`config.mk`:
```
export PLATFORM = sky130hd
export DESIGN_NAME = cnt_mon
export DESIGN_NICKNAME = d
export VERILOG_FILES = /design/src/rtl/cnt_mon.sv
export SDC_FILE = /design/constraint.sdc
export NUM_CORES = 1
export LEC_CHECK = 0
export ABC_AREA = 1
export BUFFER_PORTS_ARGS = -buffer_cell sky130_fd_sc_hd__buf_2
export CAP_MARGIN = 30
export CORE_ASPECT_RATIO = 1.5
export CORE_MARGIN = 2
export CORE_UTILIZATION = 51
export DETAILED_ROUTE_END_ITERATION = 10
export GPL_TIMING_DRIVEN = 0
export PLACE_DENSITY = 0.74
export SYNTH_ARGS = -nofsm -noshare
export SYNTH_HDL_FRONTEND = slang
export SYNTH_SLANG_ARGS = --single-unit
```
`constraint.sdc`:
```
create_clock -name clk_sys -period 1.4 [get_ports clk_sys]
set_input_delay 0.14 -clock clk_sys [delete_from_list [all_inputs] [get_ports clk_sys]]
set_output_delay 0.14 -clock clk_sys [all_outputs]
set_load 0.01 [all_outputs]
```
`src/rtl/cnt_mon.sv`:
```
// cnt_mon: receive-side monitor for the loadable counter path.
// Brings the counter value q, carry cy and load strobe ld from the clk_tx
// domain into clk_sys. It counts carry events, checks that accepted q values
// step by +1, and returns snapshots over a level req/ack handshake.
// Optional feature macro: CNT_MON_IRQ_EN (threshold interrupt on irq).
module cnt_mon #(
    parameter int            CW     = 4,
    parameter int            EW     = 8,
    parameter logic [EW-1:0] IRQ_TH = EW'(200)
) (
    input  logic          clk_sys,
    input  logic          rst,
    input  logic [CW-1:0] q_in,
    input  logic          cy_in,
    input  logic          ld_in,
    input  logic          rd_req,
    output logic          rd_ack,
    output logic [CW-1:0] snap_q,
    output logic [EW-1:0] snap_evt,
    output logic          snap_err,
    output logic          evt_ovf,
    output logic          irq
);

    localparam logic [1:0] S_IDLE = 2'd0;
    localparam logic [1:0] S_CAP  = 2'd1;
    localparam logic [1:0] S_ACK  = 2'd2;

    logic [CW-1:0] q_s1, q_s2, q_prev, q_acc, q_inc;
    logic          q_valid;
    logic          cy_s1, cy_s2, cy_d;
    logic          ld_s1, ld_s2, ld_pend;
    logic [EW-1:0] evt_cnt;
    logic          err;
    logic [1:0]    state;

    logic q_stable, q_first, q_change, seq_bad, cy_edge, evt_sat, cap;

    // Decode of filter, sequence-check and carry-edge conditions
    always_comb begin
        q_inc    = q_acc + CW'(1);
        q_stable = (q_s2 == q_prev);
        q_first  = q_stable && !q_valid;
        q_change = q_stable && q_valid && (q_s2 != q_acc);
        // A load seen since the last accepted change (or right now) excuses any jump
        seq_bad  = q_change && !(ld_pend || ld_s2) && (q_s2 != q_inc);
        cy_edge  = cy_s2 && !cy_d;
        evt_sat  = &evt_cnt;
        cap      = (state == S_CAP);
    end

    // Two-flop synchronisers plus the one-cycle history used by the filters
    always_ff @(posedge clk_sys or negedge rst) begin
        if (!rst) begin
            q_s1   <= '0;
            q_s2   <= '0;
            q_prev <= '0;
            cy_s1  <= 1'b0;
            cy_s2  <= 1'b0;
            cy_d   <= 1'b0;
            ld_s1  <= 1'b0;
            ld_s2  <= 1'b0;
        end else begin
            q_s1   <= q_in;
            q_s2   <= q_s1;
            q_prev <= q_s2;
            cy_s1  <= cy_in;
            cy_s2  <= cy_s1;
            cy_d   <= cy_s2;
            ld_s1  <= ld_in;
            ld_s2  <= ld_s1;
        end
    end

    // Accept q only after two identical synced samples; track pending load
    always_ff @(posedge clk_sys or negedge rst) begin
        if (!rst) begin
            q_acc   <= '0;
            q_valid <= 1'b0;
            ld_pend <= 1'b0;
        end else begin
            if (q_first) begin
                q_acc   <= q_s2;
                q_valid <= 1'b1;
            end else if (q_change) begin
                q_acc   <= q_s2;
            end
            if (q_change)
                ld_pend <= 1'b0;
            else if (ld_s2)
                ld_pend <= 1'b1;
        end
    end

    // Event counter, sticky error and overflow; a capture opens a new window
    // that already includes any event detected in the capture cycle
    always_ff @(posedge clk_sys or negedge rst) begin
        if (!rst) begin
            evt_cnt <= '0;
            err     <= 1'b0;
            evt_ovf <= 1'b0;
        end else if (cap) begin
            evt_cnt <= cy_edge ? EW'(1) : '0;
            err     <= seq_bad;
            evt_ovf <= 1'b0;
        end else begin
            if (cy_edge && !evt_sat)
                evt_cnt <= evt_cnt + EW'(1);
            if (cy_edge && evt_sat)
                evt_ovf <= 1'b1;
            if (seq_bad)
                err <= 1'b1;
        end
    end

    // Read handshake FSM: IDLE -> CAP (snapshot) -> ACK (hold until req drops)
    always_ff @(posedge clk_sys or negedge rst) begin
        if (!rst) begin
            state    <= S_IDLE;
            rd_ack   <= 1'b0;
            snap_q   <= '0;
            snap_evt <= '0;
            snap_err <= 1'b0;
        end else begin
            case (state)
                S_IDLE: begin
                    if (rd_req)
                        state <= S_CAP;
                end
                S_CAP: begin
                    snap_q   <= q_acc;
                    snap_evt <= evt_cnt;
                    snap_err <= err;
                    rd_ack   <= 1'b1;
                    state    <= S_ACK;
                end
                S_ACK: begin
                    if (!rd_req) begin
                        rd_ack <= 1'b0;
                        state  <= S_IDLE;
                    end
                end
                default: begin
                    rd_ack <= 1'b0;
                    state  <= S_IDLE;
                end
            endcase
        end
    end

`ifdef CNT_MON_IRQ_EN
    // Threshold interrupt: set on reaching IRQ_TH or on overflow, cleared by a read
    always_ff @(posedge clk_sys or negedge rst) begin
        if (!rst)
            irq <= 1'b0;
        else if (cap)
            irq <= 1'b0;
        else if ((evt_cnt >= IRQ_TH) || evt_ovf)
            irq <= 1'b1;
    end
`else
    // Feature disabled: constant output; the threshold only feeds a dead constant
    logic irq_th_unused;
    assign irq_th_unused = ^IRQ_TH;
    assign irq           = 1'b0;
`endif

endmodule

```
==> results of run 1 <==
-- registers in the layout (all words and copies together), names as in the netlist, 2 cells and up --
register,cells
q_s2,4
q_s1,4
evt_cnt,8
snap_evt,8
q_acc,4
q_prev,4
snap_q,4
state,2
-- Yosys cell counts --
library cell,number,area (um2)
a21oi_1,3,15.01
a21oi_4,1,16.27
and2_4,1,8.760
buf_2,2,10.01
buf_4,1,7.510
buf_6,1,11.26
conb_1,1,3.750
dfrtp_1,49,1226
ha_1,2,25.02
inv_1,19,71.32
inv_2,2,7.510
nand2_1,88,330.3
nand2_2,1,6.260
nand3_1,15,75.07
nand3_2,1,10.01
nor2_1,20,75.07
nor2_2,1,6.260
nor2_4,3,33.78
nor3_1,1,5.000
o21a_1,1,7.510
o21ai_0,5,25.02
o21ai_1,2,10.01
or2_2,1,6.260
xnor2_1,2,17.52
xor2_1,3,26.28
-- final cells by class --
type,instances,area (um2)
fillers,336,1381
inverters,21,78.83
well taps,45,56.30
plain buffers,4,28.78
multi-input cells,152,748.2
flip-flops and latches,49,1229
clock buffers,7,86.33
repair buffers,37,250.2
clock inverters,1,30.03
-- stage by stage --
step	worst slack, ns	instances	util, %	power, mW	setup TNS, ns
finish	0.01946	316	64.48	3.923	0
global route	-0.06419	316	64.48	4.195	-0.3971
CTS	0.001713	314	63.45	3.920	0
detailed placement	-0.05573	295	57.30	2.794	-0.2088
global placement	-0.01907	294	56.79	2.752	-0.06086
floorplan	0.09225	226	-	2.485	0
-- worst max-delay path, stage by stage (launching register included) --
cell	delay (ns)
dfrtp_1	0.42
ha_4	0.19
nand3_4	0.09
nor2_4	0.05
a21oi_4	0.25
nand2_2	0.10
nand2_1	0.06
nand2_1	0.04
nor2_1	0.10
-- how the worst max path moves through the flow --
stage | from | end | slack (ns) | depth (start not counted)
after floorplan | evt_cnt[0] | evt_cnt[5] | 0.09 | 7
after global placement | evt_cnt[0] | evt_cnt[4] | -0.02 | 8
after detailed placement | evt_cnt[0] | evt_cnt[6] | -0.06 | 8
after CTS | cy_s2 | evt_cnt[5] | 0.002 | 7
after global routing | evt_cnt[0] | evt_cnt[6] | -0.06 | 8
final | evt_cnt[1] | evt_cnt[6] | 0.02 | 8
-- routing by layer --
layer | wire length (um) | vias up
met3 | 99 | 6
met1 | 1410 | 730
met5 | 0 | -
met4 | 74 | 0
met2 | 2077 | 22
li1 | - | 776
-- report_power, final --
| group | total [mW] | internal [mW] | switching, mW | leakage, nW |
|---|---|---|---|---|
| logic | 1.03 | 0.431 | 0.597 | 0.657 |
| registers | 1.87 | 1.67 | 0.207 | 0.613 |
| clock network | 1.02 | 0.582 | 0.440 | 0.0585 |
-- logic make-up (layout without fill, tap and decap cells) --
logic type	Yosys count	count (layout)	synth area share [%]
flops	49	49	60.20
simple gates	132	132	27.33
fa+ha+maj	2	2	1.228
other cells	1	1	0.1841
buf+inv	25	70	5.283
xor+xnor	5	5	2.150
compound gates	12	12	3.624
-- timing repair --
action / 4_1_cts / 5_1_grt
pin swaps: 4 / 7
endpoints found under the setup margin: 7 / 13
hold endpoints to repair: 23 / 0
buffers inserted: 4 / 2
hold buffers: 7 / 0
gates resized for setup: 4 / 11
==> reports/results.tsv, run 1 <==
stage	metric	value	unit
sta	post-route-min-period	1.381	ns
drt	final_antenna_net_count	0	
layout	final_area	2507	um2
global_route	use_met3	3.822	%
logic_synthesis	netlist_area	2037	um2
global_route	grt_max_degree	33	
critical_path	worstSetupStartpointType	flip-flop	
drt	drtIter0Drc	33	
logic_synthesis	yosysUniqueCellTypes	25	
placed_design	dpl_cell_area	2228	um2
critical_path	crit_type	flip-flop to flip-flop	
floorplanning	die_area	4526	um2
cts	cts_tree	done	
critical_path	critPathCaptureType	flip-flop	
drt	vias	1534	
placed_design	globalplace.congestion	0.7665	
cts	cts_buffers	5	
placed_design	port_buffers	23	
global_route	met1_usage	19.07	%
floorplanning	io-pin-count	25	
layout	drive_gt1_share	23.99	%
power	p_leak	1.328	nW
cts	ctsLongestPathBuffers	2	
hold_path	hold_path.class	input port to flip-flop	
cts	h-tree-depth	2	
hold_path	hold_start	rd_req	
drt	wl_per_cell	11.59	um
global_route	use_met2	35.48	%
floorplanning	fp.dieH	81.40	um
global_route	grtUsageTotal	18.45	%
hold_path	min_delay_worst_endpoint	state[0]	
cts	clock_latency	0.30	ns
floorplanning	placement_rows	28	
drt	drcViolationCount	0	
layout	final_nets	281	
flow_run	max_cap_viol_count	0	
logic_synthesis	yosysWarnings	0	
logic_synthesis	synth_seq_cells	49	
run_status	run_status	finished clean	
sta	grt_setup_unrepaired	yes	
global_route	antenna_found_initial	0	
layout	syn2layout_area_growth	23.10	%
critical_path	r2r_slack	0.02	ns
hold_path	whs_path_depth	3	
critical_path	reg2regPathDepth	8	
critical_path	cp_data_arrival_time	1.61	ns
sta	min_period_over_period	98.61	%
logic_synthesis	avgSynthCellArea	9.013	um2
sta	fmax	724.4	MHz
layout	num_antenna_cells	0	
global_route	grt_pass1_vias	1483	
logic_synthesis	syn_inst	226	
logic_synthesis	synth_seq_area_share	60.20	%
global_route	grt_pass1_wl	6375	um
drt	drt-vias-per-instance	4.854	
floorplanning	initial_utilization	52.38	%
sta	timing.hold.ws	0.08594	ns
logic_synthesis	syn_nets	237	
critical_path	cp.required	1.63	ns
cts	clock_sinks	49	
cts	clockRootBuffer	clkbuf_8	
sta	fin_skew	0.008524	ns
drt	routed_wl	3662	um
critical_path	timing.rr.end	evt_cnt[6]	
layout	final_common_cell	nand2_1	
sta	finalMaxSlewViolations	0	
critical_path	reg2reg_from	evt_cnt[1]	
layout	final_cell_mix	nand2_1 (81), dfrtp_1 (47), buf_2 (25), inv_1 (19), nor2_1 (17)	
power	ir_drop	0.0009641	V
sta	finalHoldViolCount	0	
floorplanning	die_width	55.60	um
floorplanning	core_area	3889	um2
drt	drt_pass1_iterations	4	
sta	setup_violations	0	
global_route	busiest_layer	met2	
cts	clk_pin_slew	0.09	ns
critical_path	crit_fanout	6	
placed_design	hpwlAfterDp	2551	um
power	powerDensity	1565	nW/um2
global_route	overflow	0	
No activity file was read; power rests on OpenSTA's default activity.
==> inputs of run 2 (changes only) <==
--- a/config.mk
+++ b/config.mk
@@ -10,10 +10,10 @@
 export CAP_MARGIN = 30
 export CORE_ASPECT_RATIO = 1.5
 export CORE_MARGIN = 2
-export CORE_UTILIZATION = 51
+export CORE_UTILIZATION = 49
 export DETAILED_ROUTE_END_ITERATION = 10
 export GPL_TIMING_DRIVEN = 0
-export PLACE_DENSITY = 0.74
+export PLACE_DENSITY = 0.72
 export SYNTH_ARGS = -nofsm -noshare
 export SYNTH_HDL_FRONTEND = slang
 export SYNTH_SLANG_ARGS = --single-unit
==> run 2 against run 1 <==
The flow now finishes with violations (setup timing). Worst hold slack worse by 0.00073 ns. Clock power down 22%. Final cell count down 0.32%. Wire length down 6.8%. Non-clock buffer count down 1. Sequential power about the same. Power down 6.3%. Clock skew down 0.0046 ns. Combinational power down 3%. Utilization down 1.7 points. Via count down 2.6%. Largest power group unchanged.
==> reports/results.tsv, run 2 (synthesis gave the netlist of run 1 again) <==
stage	metric	value	unit	change
drt	drtIter0Drc	44		+33%
critical_path	crit_chain	ha_4 > nand3_4 > nor2_4 > a21oi_4 > nor2_4 > inv_2 > nand2_1 > nand2_1		
floorplanning	die_area	4700	um2	+3.8%
layout	stdcell_count	315		-0.32%
critical_path	crit_type	flip-flop to flip-flop		
cts	clock_latency	0.30	ns	about the same
critical_path	crit_fanout	6		unchanged
sta	finalMaxSlewViolations	0		unchanged
global_route	grtUsageTotal	16.86	%	-1.6 points
layout	drive_gt1_share	24.44	%	+0.46 points
hold_path	hold_path.class	input port to flip-flop		
power	p_leak	1.306	nW	-1.6%
floorplanning	io-pin-count	25		unchanged
cts	ctsLongestPathBuffers	2		unchanged
sta	fin_skew	0.003926	ns	-0.004598 ns
drt	final_antenna_net_count	0		unchanged
global_route	overflow	0		unchanged
cts	h-tree-depth	2		unchanged
power	powerDensity	1479	nW/um2	-5.5%
drt	drcViolationCount	0		unchanged
placed_design	hpwlAfterDp	2485	um	-2.6%
placed_design	globalplace.congestion	0.8098		+5.6%
drt	drt-vias-per-instance	4.743		-2.3%
drt	vias	1494		-2.6%
sta	post-route-min-period	1.403	ns	+0.02260 ns
critical_path	reg2reg_from	evt_cnt[1]		
critical_path	reg2regPathDepth	8		unchanged
floorplanning	initial_utilization	51.45	%	-0.93 points
floorplanning	core_area	3959	um2	+1.8%
critical_path	cpLargestDelayFamily	simple AND/OR/NAND/NOR gates		
placed_design	place_ws	-0.04341	ns	+0.01232 ns
global_route	grt_pass1_wl	6113	um	-4.1%
drt	wl_per_cell	10.83	um	-6.5%
placed_design	port_buffers	23		unchanged
layout	final_common_cell	nand2_1		
run_status	run_status	finished with violations		
sta	setup_slack	-0.003142	ns	-0.02260 ns
layout	syn2layout_area_growth	21.99	%	
drt	drt_pass1_iterations	4		unchanged
layout	top_regs	evt_cnt (8), snap_evt (8)		
critical_path	timing.rr.end	evt_cnt[4]		
power	ir_drop	0.001076	V	+12%
critical_path	cp.required	1.60	ns	-0.03 ns
layout	final_nets	280		-0.36%
sta	min_period_over_period	100.2	%	+1.6 points
layout	final_cell_mix	nand2_1 (84), dfrtp_1 (47), buf_2 (25), inv_1 (19), nor2_1 (15)		
global_route	antenna_found_initial	0		unchanged
power	total_power	3.676	mW	-6.3%
critical_path	crit_path_end	evt_cnt[4]		
hold_path	hold_start	rd_req		
critical_path	worst-path-stages	8		unchanged
sta	setup_violations	2		+2
critical_path	path_buf_inv	1		+1
critical_path	cpPeakStageDelay	0.42	ns	about the same
critical_path	startpoint	evt_cnt[1]		
critical_path	cp_data_arrival_time	1.60	ns	about the same
sta	timing.hold.ws	0.08521	ns	-0.0007329 ns
critical_path	worstSetupStartpointType	flip-flop		
placed_design	dp_cells	295		unchanged
cts	clock_sinks	49		unchanged
global_route	grt_pass1_vias	1476		-0.47%
floorplanning	placement_rows	28		unchanged
drt	routed_wl	3412	um	-6.8%
sta	fmax	712.7	MHz	-1.6%
floorplanning	die_width	56.65	um	+1.9%
layout	num_antenna_cells	0		unchanged
sta	finalHoldViolCount	0		unchanged
global_route	grt_max_degree	29		-12%
run_status	violations	setup timing		
sta	grt_setup_unrepaired	yes		
floorplanning	fp.dieH	82.97	um	+1.9%
cts	clockRootBuffer	clkbuf_8		
critical_path	r2r_slack	-0.003	ns	-0.02 ns
cts	cts_tree	done		
flow_run	max_cap_viol_count	0		unchanged
critical_path	critPathCaptureType	flip-flop		
cts	clk_pin_slew	0.09	ns	about the same
critical_path	slowest_stage	dfrtp_1		
cts	cts_buffers	5		unchanged
## run 2: cell types whose count changed in the layout (fill, tap and decap cells not counted), moves of 2 or more
cell / before / now
nand2_1: 81 / 84
nor2_2: 4 / 6
clkinv_2: 0 / 2
nand2_2: 8 / 5
nor2_1: 17 / 15
## run 2: timing repair
item                                   in CTS  in global routing
endpoints found under the hold margin      27                  0
setup endpoints to repair                   7                 13
gates resized for setup                     1                 15
setup buffers                               2                  3
hold buffers                                7                  0
pin swaps                                   1                 10
## run 2: worst min path at each step
stage               slack (ns)     endpoint  depth (start not counted)
floorplan                -0.16         cy_d                          0
global placement          0.25      q_s1[3]                          1
detailed placement        0.14  snap_evt[0]                          1
CTS                       0.08     state[0]                          3
global route              0.09     state[1]                          3
finish                    0.09     state[0]                          3
## run 2: worst min-delay path, cell delays in order
cell,delay [ns]
buf_2,0.10
nand2_1,0.07
nor2_1,0.04
## run 2: layout make-up
cell class	instances	area [um2]
tap	45	56.30
buffer	4	28.78
sequential	49	1229
multi-input combinational	152	763.2
inverter	21	78.83
timing repair buffer	36	242.7
fill	369	1474
clock buffer	5	68.82
clock inverter	3	17.52
## run 2: layer usage
metal	part of all wire, %	GRT usage (%)
met4	2.0	9.091
met3	3.3	4.361
met2	55	30.34
met1	39	17.15
met5	0	0
## run 2: power breakdown
| part | switching [mW] | internal (mW) |
|---|---|---|
| logic | 0.573 | 0.421 |
| registers | 0.217 | 1.67 |
| clock network | 0.454 | 0.345 |
## run 2: stage by stage
step | utilization [%] | area [um2] | TNS, ns
2_1_floorplan | - | 2037 | 0
3_3_place_gp | 55.78 | 2208 | -0.08050
3_5_place_dp | 56.29 | 2228 | -0.1409
4_1_cts | 60.68 | 2402 | 0
5_1_grt | 62.77 | 2485 | -0.3991
6_report | 62.77 | 2485 | -0.005088
==> inputs of run 3 (changes only) <==
==> config.mk (replaced) <==
export PLATFORM = sky130hd
export DESIGN_NAME = cnt_mon
export DESIGN_NICKNAME = d
export VERILOG_FILES = /design/src/rtl/cnt_mon.sv
export SDC_FILE = /design/constraint.sdc
export NUM_CORES = 1
export LEC_CHECK = 0
export BUFFER_PORTS_ARGS = -buffer_cell sky130_fd_sc_hd__buf_2
export CAP_MARGIN = 30
export CORE_ASPECT_RATIO = 1.5
export CORE_MARGIN = 2
export CORE_UTILIZATION = 30
export DETAILED_ROUTE_END_ITERATION = 10
export GPL_TIMING_DRIVEN = 0
export SYNTH_ARGS = -nofsm -noshare
export SYNTH_HDL_FRONTEND = slang
export SYNTH_SLANG_ARGS = --single-unit
==> run 3 against run 2 <==
The run still ends with setup timing left. Worst hold slack improved by 0.024 ns. First-iteration DRC count down 20%. Highest routed layer unchanged. Utilization fell by 22 points. Count of clock-buffer cells in the layout is 1 higher. Combinational power increased by 5%. Sequential share of layout area is 0.051 points higher. Largest power group unchanged. Synthesized cell count is 27% lower. Cell area up 0.10%. Clock skew grew 0.0018 ns. Area after synthesis is 7.5% lower. Sequential cell count stayed put.
==> reports/results.tsv, run 3 <==
stage	metric	value	unit	change
logic_synthesis	ys_top_cells_by_area	dfrtp_1 (65%), nand2_1 (8.8%), xnor2_1 (4.6%), mux2_2 (2.4%), xor2_1 (1.9%)		
floorplanning	initial_utilization	30.73	%	-21 points
layout	top_regs	evt_cnt (8), snap_evt (8)		
critical_path	path_buf_inv	0		-1
critical_path	cp.required	1.64	ns	+0.04 ns
drt	wl_per_cell	12.11	um	+12%
logic_synthesis	synth_edf_count	0		unchanged
drt	drtIter0Drc	35		-20%
floorplanning	die_area	6944	um2	+48%
layout	final_common_cell	dfrtp_1		
critical_path	crit_type	flip-flop to flip-flop		
logic_synthesis	netlist_area	1884	um2	-7.5%
global_route	grt_max_degree	41		+41%
layout	final_cell_mix	dfrtp_1 (45), nand2_1 (44), buf_2 (23), buf_4 (12), nor2_1 (9)		
sta	grt_setup_unrepaired	yes		
sta	min_period_over_period	123.3	%	+23 points
drt	drt-vias-per-instance	4.521		-4.7%
power	total_power	3.962	mW	+7.8%
logic_synthesis	synthTopCellsByCount	dfrtp_1 (49), nand2_1 (44), xnor2_1 (10), nor2_1 (9), o21ai_0 (5)		
drt	drcViolationCount	0		unchanged
critical_path	critPathCaptureType	flip-flop		
logic_synthesis	synth_seq_area_share	65.07	%	+4.9 points
floorplanning	placement_rows	35		+25%
run_status	run_status	finished with violations		
critical_path	cp_data_arrival_time	1.96	ns	+0.36 ns
logic_synthesis	syn_inst	164		-27%
logic_synthesis	async_flop_share	100.0	%	unchanged
drt	vias	1311		-12%
sta	setup_slack	-0.3259	ns	-0.3228 ns
logic_synthesis	yosysUniqueCellTypes	31		+24%
floorplanning	io-pin-count	25		unchanged
global_route	antenna_found_initial	0		unchanged
sta	post-route-min-period	1.726	ns	+0.3228 ns
sta	tns	-1.718	ns	-1.712 ns
floorplanning	core_area	6131	um2	+55%
logic_synthesis	synthXorXnorAreaFrac	6.507	%	+4.4 points
placed_design	hpwlAfterDp	2214	um	-11%
logic_synthesis	synth_top_family_by_area	simple AND/OR/NAND/NOR gates		
placed_design	dpl_cell_area	2118	um2	-4.9%
cts	cts_buffers	5		unchanged
logic_synthesis	yosysWarnings	0		unchanged
logic_synthesis	synth-simple-area-share	18.53	%	-8.8 points
power	p_leak	1.175	nW	-10%
layout	final_util	40.57	%	-22 points
cts	clockRootBuffer	clkbuf_8		
power	powerDensity	1593	nW/um2	+7.7%
critical_path	cpLargestDelayFamily	simple AND/OR/NAND/NOR gates		
critical_path	crit_fanout	3		-3
cts	clock_latency	0.30	ns	about the same
logic_synthesis	syn_nets	175		-26%
layout	syn2layout_area_growth	32.01	%	
sta	fmax	579.4	MHz	-19%
placed_design	globalplace.congestion	0.7316		-9.7%
logic_synthesis	synthMuxAreaShare	2.922	%	+2.9 points
placed_design	port_buffers	23		unchanged
layout	final_nets	226		-19%
logic_synthesis	synth_seq_cells	49		unchanged
logic_synthesis	synth.largest_area_cell	dfrtp_1		
logic_synthesis	synth_compound_area_share	4.050	%	+0.43 points
logic_synthesis	yosys.cell_count.top_type	dfrtp_1		
sta	fin_skew	0.005685	ns	+0.001760 ns
floorplanning	die_width	68.71	um	+21%
floorplanning	fp.dieH	101.1	um	+22%
critical_path	worstSetupStartpointType	flip-flop		
critical_path	slowest_stage	or4_4		
logic_synthesis	ys.flop_type	dfrtp_1		
layout	drive_gt1_share	33.33	%	+8.9 points
global_route	grt_pass1_wl	6085	um	-0.46%
cts	h-tree-depth	2		unchanged
layout	final_area	2487	um2	+0.10%
logic_synthesis	yosys.area.top_type_share	65.07	%	+4.9 points
global_route	grtUsageTotal	11.70	%	-5.2 points
flow_run	max_cap_viol_count	0		unchanged
drt	drt_pass1_iterations	2		-2
cts	clock_sinks	49		unchanged
sta	finalHoldViolCount	0		unchanged
global_route	overflow	0		unchanged
power	ir_drop	0.0004689	V	-56%
placed_design	place_ws	-0.4286	ns	-0.3852 ns
logic_synthesis	yosys.area_share.adder	1.328	%	+0.10 points
drt	routed_wl	3511	um	+2.9%
hold_path	hold_path.class	input port to flip-flop		
critical_path	cpPeakStageDelay	0.43	ns	about the same
cts	ctsLongestPathBuffers	2		unchanged
run_status	violations	setup timing		
cts	cts_tree	done		
layout	num_antenna_cells	0		unchanged
sta	finalMaxSlewViolations	0		unchanged
cts	clk_pin_slew	0.09	ns	about the same
critical_path	crit_chain	ha_4 > and4_4 > or4_4 > or3_4 > a21oi_2		
drt	final_antenna_net_count	0		unchanged
sta	setup_violations	14		+12
logic_synthesis	avgSynthCellArea	11.49	um2	+27%
global_route	grt_pass1_vias	1293		-12%
run 3: layer usage:
| layer | GRT usage, % | routed length [um] | share of wire (%) |
|---|---|---|---|
| met1 | 14.54 | 1550 | 44 |
| met2 | 18.27 | 1722 | 49 |
| met3 | 2.570 | 135 | 3.8 |
| met4 | 6.787 | 102 | 2.9 |
| met5 | 0 | 0 | 0 |
run 3: cell type report:
cell class,instances,area (um2)
Clock inverter,2,37.54
Buffer,4,22.52
Clock buffer,6,82.58
Sequential cell,49,1231
Multi-Input combinational cell,109,703.2
Tap cell,74,92.59
Fill cell,611,3643
Timing Repair Buffer,44,310.3
Inverter,2,7.507
run 3: stage by stage:
stage / cells / hold WS, ns
global placement: 261 / 0.2484
CTS: 287 / 0.09648
detailed placement: 262 / 0.02067
finish: 290 / 0.1093
floorplan: 164 / -0.1556
global route: 290 / 0.1459
run 3: repair_timing:
action | 4_1_cts | 5_1_grt
setup buffers | 10 | 3
gates resized for setup | 10 | 14
endpoints found under the hold margin | 55 | 0
hold buffers | 7 | 0
pin swaps | 6 | 11
cloned | 0 | 0
endpoints found under the setup margin | 15 | 24
run 3: kinds of logic after synthesis:
family	after synthesis
compound gates	13
mux	5
buf+inv	6
flops	49
other cells	1
simple gates	74
xor+xnor	14
fa+ha+maj	2
run 3: final timing paths:
kind / start / endpoint / slack, ns / cells after the start
max: evt_cnt[0] / evt_cnt[7] / -0.33 / 5
min: rd_req / state[0] / 0.11 / 3
max reg2reg: evt_cnt[0] / evt_cnt[7] / -0.33 / 5
min reg2reg: q_s1[2] / q_s2[2] / 0.35 / 0
max in group asynchronous: rst / evt_cnt[2] / 0.68 / 3
min in group asynchronous: rst / q_s1[2] / 0.24 / 2
run 3: worst min-delay path: stages:
cell,delay [ns]
buf_2,0.10
nand2b_1,0.09
nor2_1,0.04
run 3: power breakdown:
part | internal [mW] | switching (mW) | total (mW) | leakage, nW
Combinational | 0.497 | 0.546 | 1.04 | 0.511
Clock | 0.581 | 0.469 | 1.05 | 0.0574
Sequential | 1.67 | 0.202 | 1.87 | 0.606
Total | 2.74 | 1.22 | 3.96 | 1.17
